==> config.mk <==
export PLATFORM = sky130hd
export DESIGN_NAME = lsu_ctrl
export DESIGN_NICKNAME = d
export VERILOG_FILES = /design/src/rtl/lsu_ctrl.sv
export SDC_FILE = /design/constraint.sdc
export NUM_CORES = 1
export LEC_CHECK = 0
export CELL_PAD_IN_SITES_DETAIL_PLACEMENT = 0
export CELL_PAD_IN_SITES_GLOBAL_PLACEMENT = 1
export CORE_UTILIZATION = 33
export DETAILED_ROUTE_END_ITERATION = 10
export HOLD_SLACK_MARGIN = 0.03
export PLACE_DENSITY_LB_ADDON = 0.25
export SYNTH_ARGS = -nofsm -noshare
export SYNTH_HDL_FRONTEND = slang
export SYNTH_SLANG_ARGS = --single-unit
==> constraint.sdc <==
create_clock -name clk -period 4.3 [get_ports clk]
set_input_delay 0.86 -clock clk [delete_from_list [all_inputs] [get_ports clk]]
set_output_delay 0.86 -clock clk [all_outputs]
set_load 0.03 [all_outputs]
==> src/rtl/lsu_ctrl.sv <==
// Load/store unit for the MEM stage. Accepts one load or store from the
// pipeline, runs a ready/valid bus handshake with variable read latency,
// builds byte strobes and lane-aligned write data, and extracts and extends
// load data. Accesses that straddle a bus word are either split into two
// beats or rejected with resp_err, depending on SPLIT_MISALIGN.
module lsu_ctrl #(
  parameter int DATA_W         = 64,
  parameter int ADDR_W         = 64,
  parameter int SPLIT_MISALIGN = 1
) (
  input  logic                  clk,
  input  logic                  rst,
  input  logic                  req_valid,
  output logic                  req_ready,
  input  logic                  req_load,
  input  logic [1:0]            req_size,
  input  logic                  req_unsigned,
  input  logic [ADDR_W-1:0]     req_addr,
  input  logic [DATA_W-1:0]     req_wdata,
  output logic                  resp_valid,
  output logic [DATA_W-1:0]     resp_rdata,
  output logic                  resp_err,
  output logic                  bus_valid,
  input  logic                  bus_ready,
  output logic                  bus_we,
  output logic [ADDR_W-1:0]     bus_addr,
  output logic [DATA_W/8-1:0]   bus_wmask,
  output logic [DATA_W-1:0]     bus_wdata,
  input  logic                  bus_rvalid,
  input  logic [DATA_W-1:0]     bus_rdata
);

  localparam int BYTES = DATA_W / 8;
  localparam int OFF_W = $clog2(BYTES);
  localparam int CW    = OFF_W + 2;
  localparam int MW    = 2 * BYTES;
  localparam int DW2   = 2 * DATA_W;

  typedef enum logic [2:0] {IDLE, REQ0, WAIT0, REQ1, WAIT1, RESP} state_t;

  state_t              state_q, state_d;
  logic                load_q, load_d;
  logic [1:0]          size_q, size_d;
  logic                uns_q, uns_d;
  logic [ADDR_W-1:0]   base_q, base_d;
  logic [OFF_W-1:0]    off_q, off_d;
  logic                cross_q, cross_d;
  logic [MW-1:0]       mask_q, mask_d;
  logic [DW2-1:0]      wdata_q, wdata_d;
  logic [DATA_W-1:0]   beat0_q, beat0_d;
  logic [DATA_W-1:0]   rdata_q, rdata_d;
  logic                err_q, err_d;

  logic [OFF_W-1:0]    reqOff;
  logic [CW-1:0]       reqSizeBytes;
  logic                reqCross;
  logic                reqIllegal;
  logic [MW-1:0]       reqMask;
  logic [DW2-1:0]      reqWdata;

  logic [DW2-1:0]      loadPair;
  logic [DW2-1:0]      loadShifted;
  logic [DATA_W-1:0]   loadLow;
  logic [DATA_W-1:0]   loadKeep;
  logic                loadSign;
  logic [DATA_W-1:0]   loadData;

  // Decode the incoming request: byte offset, word crossing, legality,
  // and the double-width strobe and data images covering both beats.
  always_comb begin
    reqOff       = req_addr[OFF_W-1:0];
    reqSizeBytes = CW'(1) << req_size;
    reqCross     = ({2'b00, reqOff} + reqSizeBytes) > CW'(BYTES);
    reqIllegal   = ((req_size == 2'd3) && (DATA_W == 32)) ||
                   (reqCross && (SPLIT_MISALIGN == 0));
    case (req_size)
      2'd0:    reqMask = MW'(8'h01);
      2'd1:    reqMask = MW'(8'h03);
      2'd2:    reqMask = MW'(8'h0F);
      default: reqMask = MW'(8'hFF);
    endcase
    reqMask  = reqMask << reqOff;
    reqWdata = {{DATA_W{1'b0}}, req_wdata} << {reqOff, 3'b000};
  end

  // Assemble the returned beats, shift the addressed bytes down to bit 0,
  // then zero- or sign-extend according to the latched size.
  always_comb begin
    if (state_q == WAIT1) begin
      loadPair = {bus_rdata, beat0_q};
    end else begin
      loadPair = {{DATA_W{1'b0}}, bus_rdata};
    end
    loadShifted = loadPair >> {off_q, 3'b000};
    loadLow     = loadShifted[DATA_W-1:0];
    case (size_q)
      2'd0: begin
        loadKeep = DATA_W'(8'hFF);
        loadSign = loadLow[7];
      end
      2'd1: begin
        loadKeep = DATA_W'(16'hFFFF);
        loadSign = loadLow[15];
      end
      2'd2: begin
        loadKeep = DATA_W'(32'hFFFF_FFFF);
        loadSign = loadLow[31];
      end
      default: begin
        loadKeep = '1;
        loadSign = 1'b0;
      end
    endcase
    loadData = (loadLow & loadKeep) |
               ({DATA_W{loadSign & ~uns_q}} & ~loadKeep);
  end

  // Next-state and datapath update for the request/beat/response sequence.
  always_comb begin
    state_d = state_q;
    load_d  = load_q;
    size_d  = size_q;
    uns_d   = uns_q;
    base_d  = base_q;
    off_d   = off_q;
    cross_d = cross_q;
    mask_d  = mask_q;
    wdata_d = wdata_q;
    beat0_d = beat0_q;
    rdata_d = rdata_q;
    err_d   = err_q;
    case (state_q)
      IDLE: begin
        if (req_valid) begin
          load_d  = req_load;
          size_d  = req_size;
          uns_d   = req_unsigned;
          base_d  = {req_addr[ADDR_W-1:OFF_W], {OFF_W{1'b0}}};
          off_d   = reqOff;
          cross_d = reqCross;
          mask_d  = reqMask;
          wdata_d = reqWdata;
          rdata_d = '0;
          err_d   = reqIllegal;
          state_d = reqIllegal ? RESP : REQ0;
        end
      end
      REQ0: begin
        if (bus_ready) begin
          if (load_q) begin
            state_d = WAIT0;
          end else begin
            state_d = cross_q ? REQ1 : RESP;
          end
        end
      end
      WAIT0: begin
        if (bus_rvalid) begin
          beat0_d = bus_rdata;
          if (cross_q) begin
            state_d = REQ1;
          end else begin
            rdata_d = loadData;
            state_d = RESP;
          end
        end
      end
      REQ1: begin
        if (bus_ready) begin
          state_d = load_q ? WAIT1 : RESP;
        end
      end
      WAIT1: begin
        if (bus_rvalid) begin
          rdata_d = loadData;
          state_d = RESP;
        end
      end
      RESP: begin
        state_d = IDLE;
      end
      default: begin
        state_d = IDLE;
      end
    endcase
  end

  // State and datapath registers with synchronous reset.
  always_ff @(posedge clk) begin
    if (rst) begin
      state_q <= IDLE;
      load_q  <= 1'b0;
      size_q  <= 2'd0;
      uns_q   <= 1'b0;
      base_q  <= '0;
      off_q   <= '0;
      cross_q <= 1'b0;
      mask_q  <= '0;
      wdata_q <= '0;
      beat0_q <= '0;
      rdata_q <= '0;
      err_q   <= 1'b0;
    end else begin
      state_q <= state_d;
      load_q  <= load_d;
      size_q  <= size_d;
      uns_q   <= uns_d;
      base_q  <= base_d;
      off_q   <= off_d;
      cross_q <= cross_d;
      mask_q  <= mask_d;
      wdata_q <= wdata_d;
      beat0_q <= beat0_d;
      rdata_q <= rdata_d;
      err_q   <= err_d;
    end
  end

  // Outputs decode directly from registered state; bus and response fields
  // are forced to zero outside the states in which they are meaningful.
  assign req_ready  = (state_q == IDLE);
  assign bus_valid  = (state_q == REQ0) || (state_q == REQ1);
  assign bus_we     = bus_valid && !load_q;
  assign bus_addr   = (state_q == REQ1) ? (base_q + ADDR_W'(BYTES)) :
                      (state_q == REQ0) ? base_q : '0;
  assign bus_wmask  = !bus_we ? '0 :
                      (state_q == REQ1) ? mask_q[MW-1:BYTES] : mask_q[BYTES-1:0];
  assign bus_wdata  = !bus_we ? '0 :
                      (state_q == REQ1) ? wdata_q[DW2-1:DATA_W] : wdata_q[DATA_W-1:0];
  assign resp_valid = (state_q == RESP);
  assign resp_rdata = (state_q == RESP) ? rdata_q : '0;
  assign resp_err   = (state_q == RESP) && err_q;

endmodule

==> metrics list <==
- The run finished with clean final reports.
- The synthesized design contains 335 register bits.
- Tightest hold margin: 0.448 ns
* Proportion of power drawn by the clock network: 39.6%
* Switching Share: 32.3%
- Clk Latency, worst-skew pair: 0.58 ns
- Count of flip-flops with a built-in enable after synthesis: 0
- Met3 Use GR: 5.30%
- The worst setup path is of the reg2out kind.
* Number of global-route vias before repair: 20100
- Summing all flip-flop and latch instances after layout gives 6720 µm².
- During placement, the flow inserted port buffers numbering 401.
- In the synthesized netlist the async set-or-reset flop fraction comes to 0%.
* Number of clock buffers inserted by TritonCTS: 42
- Leading cell type in the layout, fill and taps excluded: sky130_fd_sc_hd__nand2_1
- Rel. slew slack: 11.5%
- Entering global routing, the biggest net connects 163 pins.
- Counting every sink on the clock net gives 335.
- The floorplan step set the die height to 254 µm.
- # hold bufs at CTS: 0
- In this design, the stage delay of the slowest critical-path cell is 0.70 ns.
- Summed over all layers, the routed wires come to 88.2 mm.
- Achievable Freq: 0.241 GHz
* Max-cap violation count: 0
- Clock root buffer: sky130_fd_sc_hd__clkbuf_16
- In the routed layout, each cell is associated on average with a via count of 5.68.
- After floorplanning, the core was divided into 92 placement rows.
* Internal portion of total power: 6320 µW
* Number of remaining DRC errors: 0
- For met2 alone, demand over resource in global routing was 38.4%.
* IR drop worst, VDD: 0.000241 V
* Initial antenna violation count: 5
* Part of the total power dissipated in combinational logic: 23.6%
* Largest fanout on the critical path: 12
- In the post-synthesis netlist, the biggest area contributors are sky130_fd_sc_hd__dfxtp_1 32%, sky130_fd_sc_hd__mux2i_1 9.9%, sky130_fd_sc_hd__nand2_1 8.2%.
- Non-Filler Instances: 3835
- Post-route fraction of the period consumed by the critical path: 96.5%
* CTS tree: yes
- Worst Clk Skew: 0.0254 ns
- Crit path max-delay cell type: sky130_fd_sc_hd__clkdlybuf4s50_1
- Kind of start point of the critical path: flop
* Top-area cell type share of the netlist area: 31.9%
* Global routing's busiest layer: met2
* Share of synthesized area occupied by flip-flops and latches: 31.9%
- Counting the fill cells in the layout gives 6383.
- Slew of the pin with the lowest slew margin: 1.29 ns
- Worst Setup End Kind: output port
- RePlAce Congestion: 0.920
- Placed cell count: 3752
- Setup violations remaining at the end of the flow were counted as 0.
- Final #Nets: 3157
- Traced cell by cell, the critical path runs through and4_1, and4_1, buf_4, nand4_1, buf_4, or3_1, a21oi_1, clkdlybuf4s50_1.
- Fraction of layout instances using a drive strength above 1: 8.38%
* Period minus WS final: 4.15 ns
- Once layout is complete, the utilization of the core stands at 43.1%.
- The number of endpoints with negative hold slack in the final report came to 0.
- Die outline area: 64600 µm²
- The first TritonRoute pass finished after 5 iterations.
- Switch Pwr: 3020 µW
* Top library cells by usage in the layout, fill and taps aside: 454 x sky130_fd_sc_hd__nand2_1, 394 x sky130_fd_sc_hd__clkdlybuf4s50_1, 330 x sky130_fd_sc_hd__dfxtp_1, 305 x sky130_fd_sc_hd__nor2_1, 265 x sky130_fd_sc_hd__a21oi_1
- Once the floorplan was initialized, standard cells occupied 33.3% of the core.
- Met1 usage: 38.0%
- Global routing used 26.2% of the available tracks.
- Largest buffer count on any clock path: 3
* Std-Cell Core Area: 63000 µm²
- After technology mapping, the gate count stands at 2700.
* Yosys warns: 0
* DRC violation total after the first TritonRoute iteration: 1914
* Sequential fraction of design power: 36.8%
- Routed len/inst: 23.0 µm
- In this run the power density over the cells is 345 nW/µm².
- Dominant register cell in the synthesized netlist: sky130_fd_sc_hd__dfxtp_1
* Cell taking the most area after synthesis: sky130_fd_sc_hd__dfxtp_1
- After clock tree synthesis, the clock-pin slew on the worst setup and hold paths is 0.06 ns.
* Clock H-tree levels: 2
- Unique masters post-synth: 65
- The max-slew violation total from the final report came to 0.
- Area of the multi-input gates: 13300 µm²
- The first global-routing pass estimated 129 mm of wire.
- Die outline width: 254 µm
- Data on the critical path arrives at its endpoint at 3.29 ns.
* Worst min-delay path class: reg2reg
- Once detail routing completed, the nets flagged for antenna violations numbered 0.
- In this run the mean area of a mapped cell was 7.78 µm².
- Remaining global-route overflow: 0
* Detailed-route via count: 21800
- Signed area change from the synthesized netlist to the final layout: 29.2%
- Pin placement for this block handled 406 I/O pins.
* Cell leakage power: 0.00960 µW
- For the worst setup path, the data required time is 3.44 ns.
- Post-synth design cell area: 21000 µm²
* Pwr Total: 9350 µW
* Detailed placement HPWL: 63.6 mm
## worst max-delay path: cells and delay by family, from the launching register on
family | cells | cell delay, ns
buffers and inverters | 3 | 1.12
AND/OR/NAND/NOR | 4 | 0.97
flip-flops | 1 | 0.44
AO/OA/AOI/OAI | 1 | 0.17
## layout make-up
cell class                      instances  share of cell area, %
Antenna cell                            4                 0.0369
Clock buffer                           59                   4.45
Clock inverter                         19                  0.821
Inverter                               18                  0.249
Multi-Input combinational cell       2098                   49.0
Sequential cell                       335                   24.8
Tap cell                              846                   3.90
Timing Repair Buffer                  456                   16.8
## flip-flops by register name, indices dropped and copies added, names as in the netlist
register  flops
load_q        1
beat0_q      64
wdata_q     120
uns_q         1
rdata_q      64
off_q         3
base_q       61
size_q        2
mask_q       15
state_q       3
cross_q       1
## metal layers
metal | part of all wire (%) | wire length [µm]
met2 | 43 | 37600
met1 | 46 | 40900
met4 | 2.7 | 2340
met3 | 8.3 | 7320
met5 | 0.033 | 29
## path summary, 6_finish.rpt
check         startpoint      endpoint  slack (ns)  depth (start not counted)
max            base_q[7]  bus_addr[39]        0.15                          8
min          rdata_q[40]   rdata_q[40]        0.45                          2
max reg2reg   state_q[1]   rdata_q[60]        0.79                          8
min reg2reg  rdata_q[40]   rdata_q[40]        0.45                          2
## through the flow
stage          setup TNS, ns  worst slack (ns)  instance area [µm²]
3_5_place_dp               0             0.593                25700
4_1_cts                    0           0.00500                27100
2_1_floorplan              0              1.12                21000
3_3_place_gp               0             0.638                25700
5_1_grt              -0.0796           -0.0454                27100
6_report                   0             0.149                27100
## synthesized netlist by cell type (16+ instances only)
cell and count:
sky130_fd_sc_hd__dfxtp_1 335, sky130_fd_sc_hd__o21ai_0 99, sky130_fd_sc_hd__or3_1 16, sky130_fd_sc_hd__mux2_2 37, sky130_fd_sc_hd__nor3_1 59, sky130_fd_sc_hd__and3_1 78
sky130_fd_sc_hd__nor2_1 306, sky130_fd_sc_hd__xor2_1 20, sky130_fd_sc_hd__a21oi_1 265, sky130_fd_sc_hd__a31oi_1 19, sky130_fd_sc_hd__buf_2 24, sky130_fd_sc_hd__clkbuf_1 192
sky130_fd_sc_hd__nand3_1 43, sky130_fd_sc_hd__nand2_1 456, sky130_fd_sc_hd__nand4_1 23, sky130_fd_sc_hd__a22oi_1 57, sky130_fd_sc_hd__buf_1 31, sky130_fd_sc_hd__and2_1 36
sky130_fd_sc_hd__nand2b_1 18, sky130_fd_sc_hd__o211ai_1 29, sky130_fd_sc_hd__nor4_1 20, sky130_fd_sc_hd__mux2i_1 208, sky130_fd_sc_hd__a211oi_1 55, sky130_fd_sc_hd__xnor2_1 31
sky130_fd_sc_hd__a221oi_1 39, sky130_fd_sc_hd__mux4_2 59
## cell families (layout without fill, tap and decap cells)
group                    count (synthesis)  after routing  share of synthesized area [%]
XOR/XNOR                                51             51                           2.13
AND/OR/NAND/NOR                       1099           1099                           23.3
other                                    1              8                         0.0179
buffers and inverters                  270            552                           5.06
multiplexers                           304            304                           18.2
adder cells (fa/ha/maj)                  6              6                          0.381
AO/OA/AOI/OAI                          634            634                           18.9
flip-flops                             335            335                           31.9
## power groups by stage
stage / combinational [µW] / clock, µW / sequential, µW
finish: 2210 / 3700 / 3440
detailed placement: 2170 / 0 / 3500
global route: 2370 / 3900 / 3460
CTS: 2180 / 3790 / 3440
global placement: 2160 / 0 / 3500
floorplan: 1380 / 0 / 3420
## repair_timing
action,4_1_cts,5_1_grt
pin swaps,0,1
setup buffers,0,1
endpoints found under the setup margin,3,7
gates resized for setup,1,4
(Power assumes the default switching activity.)
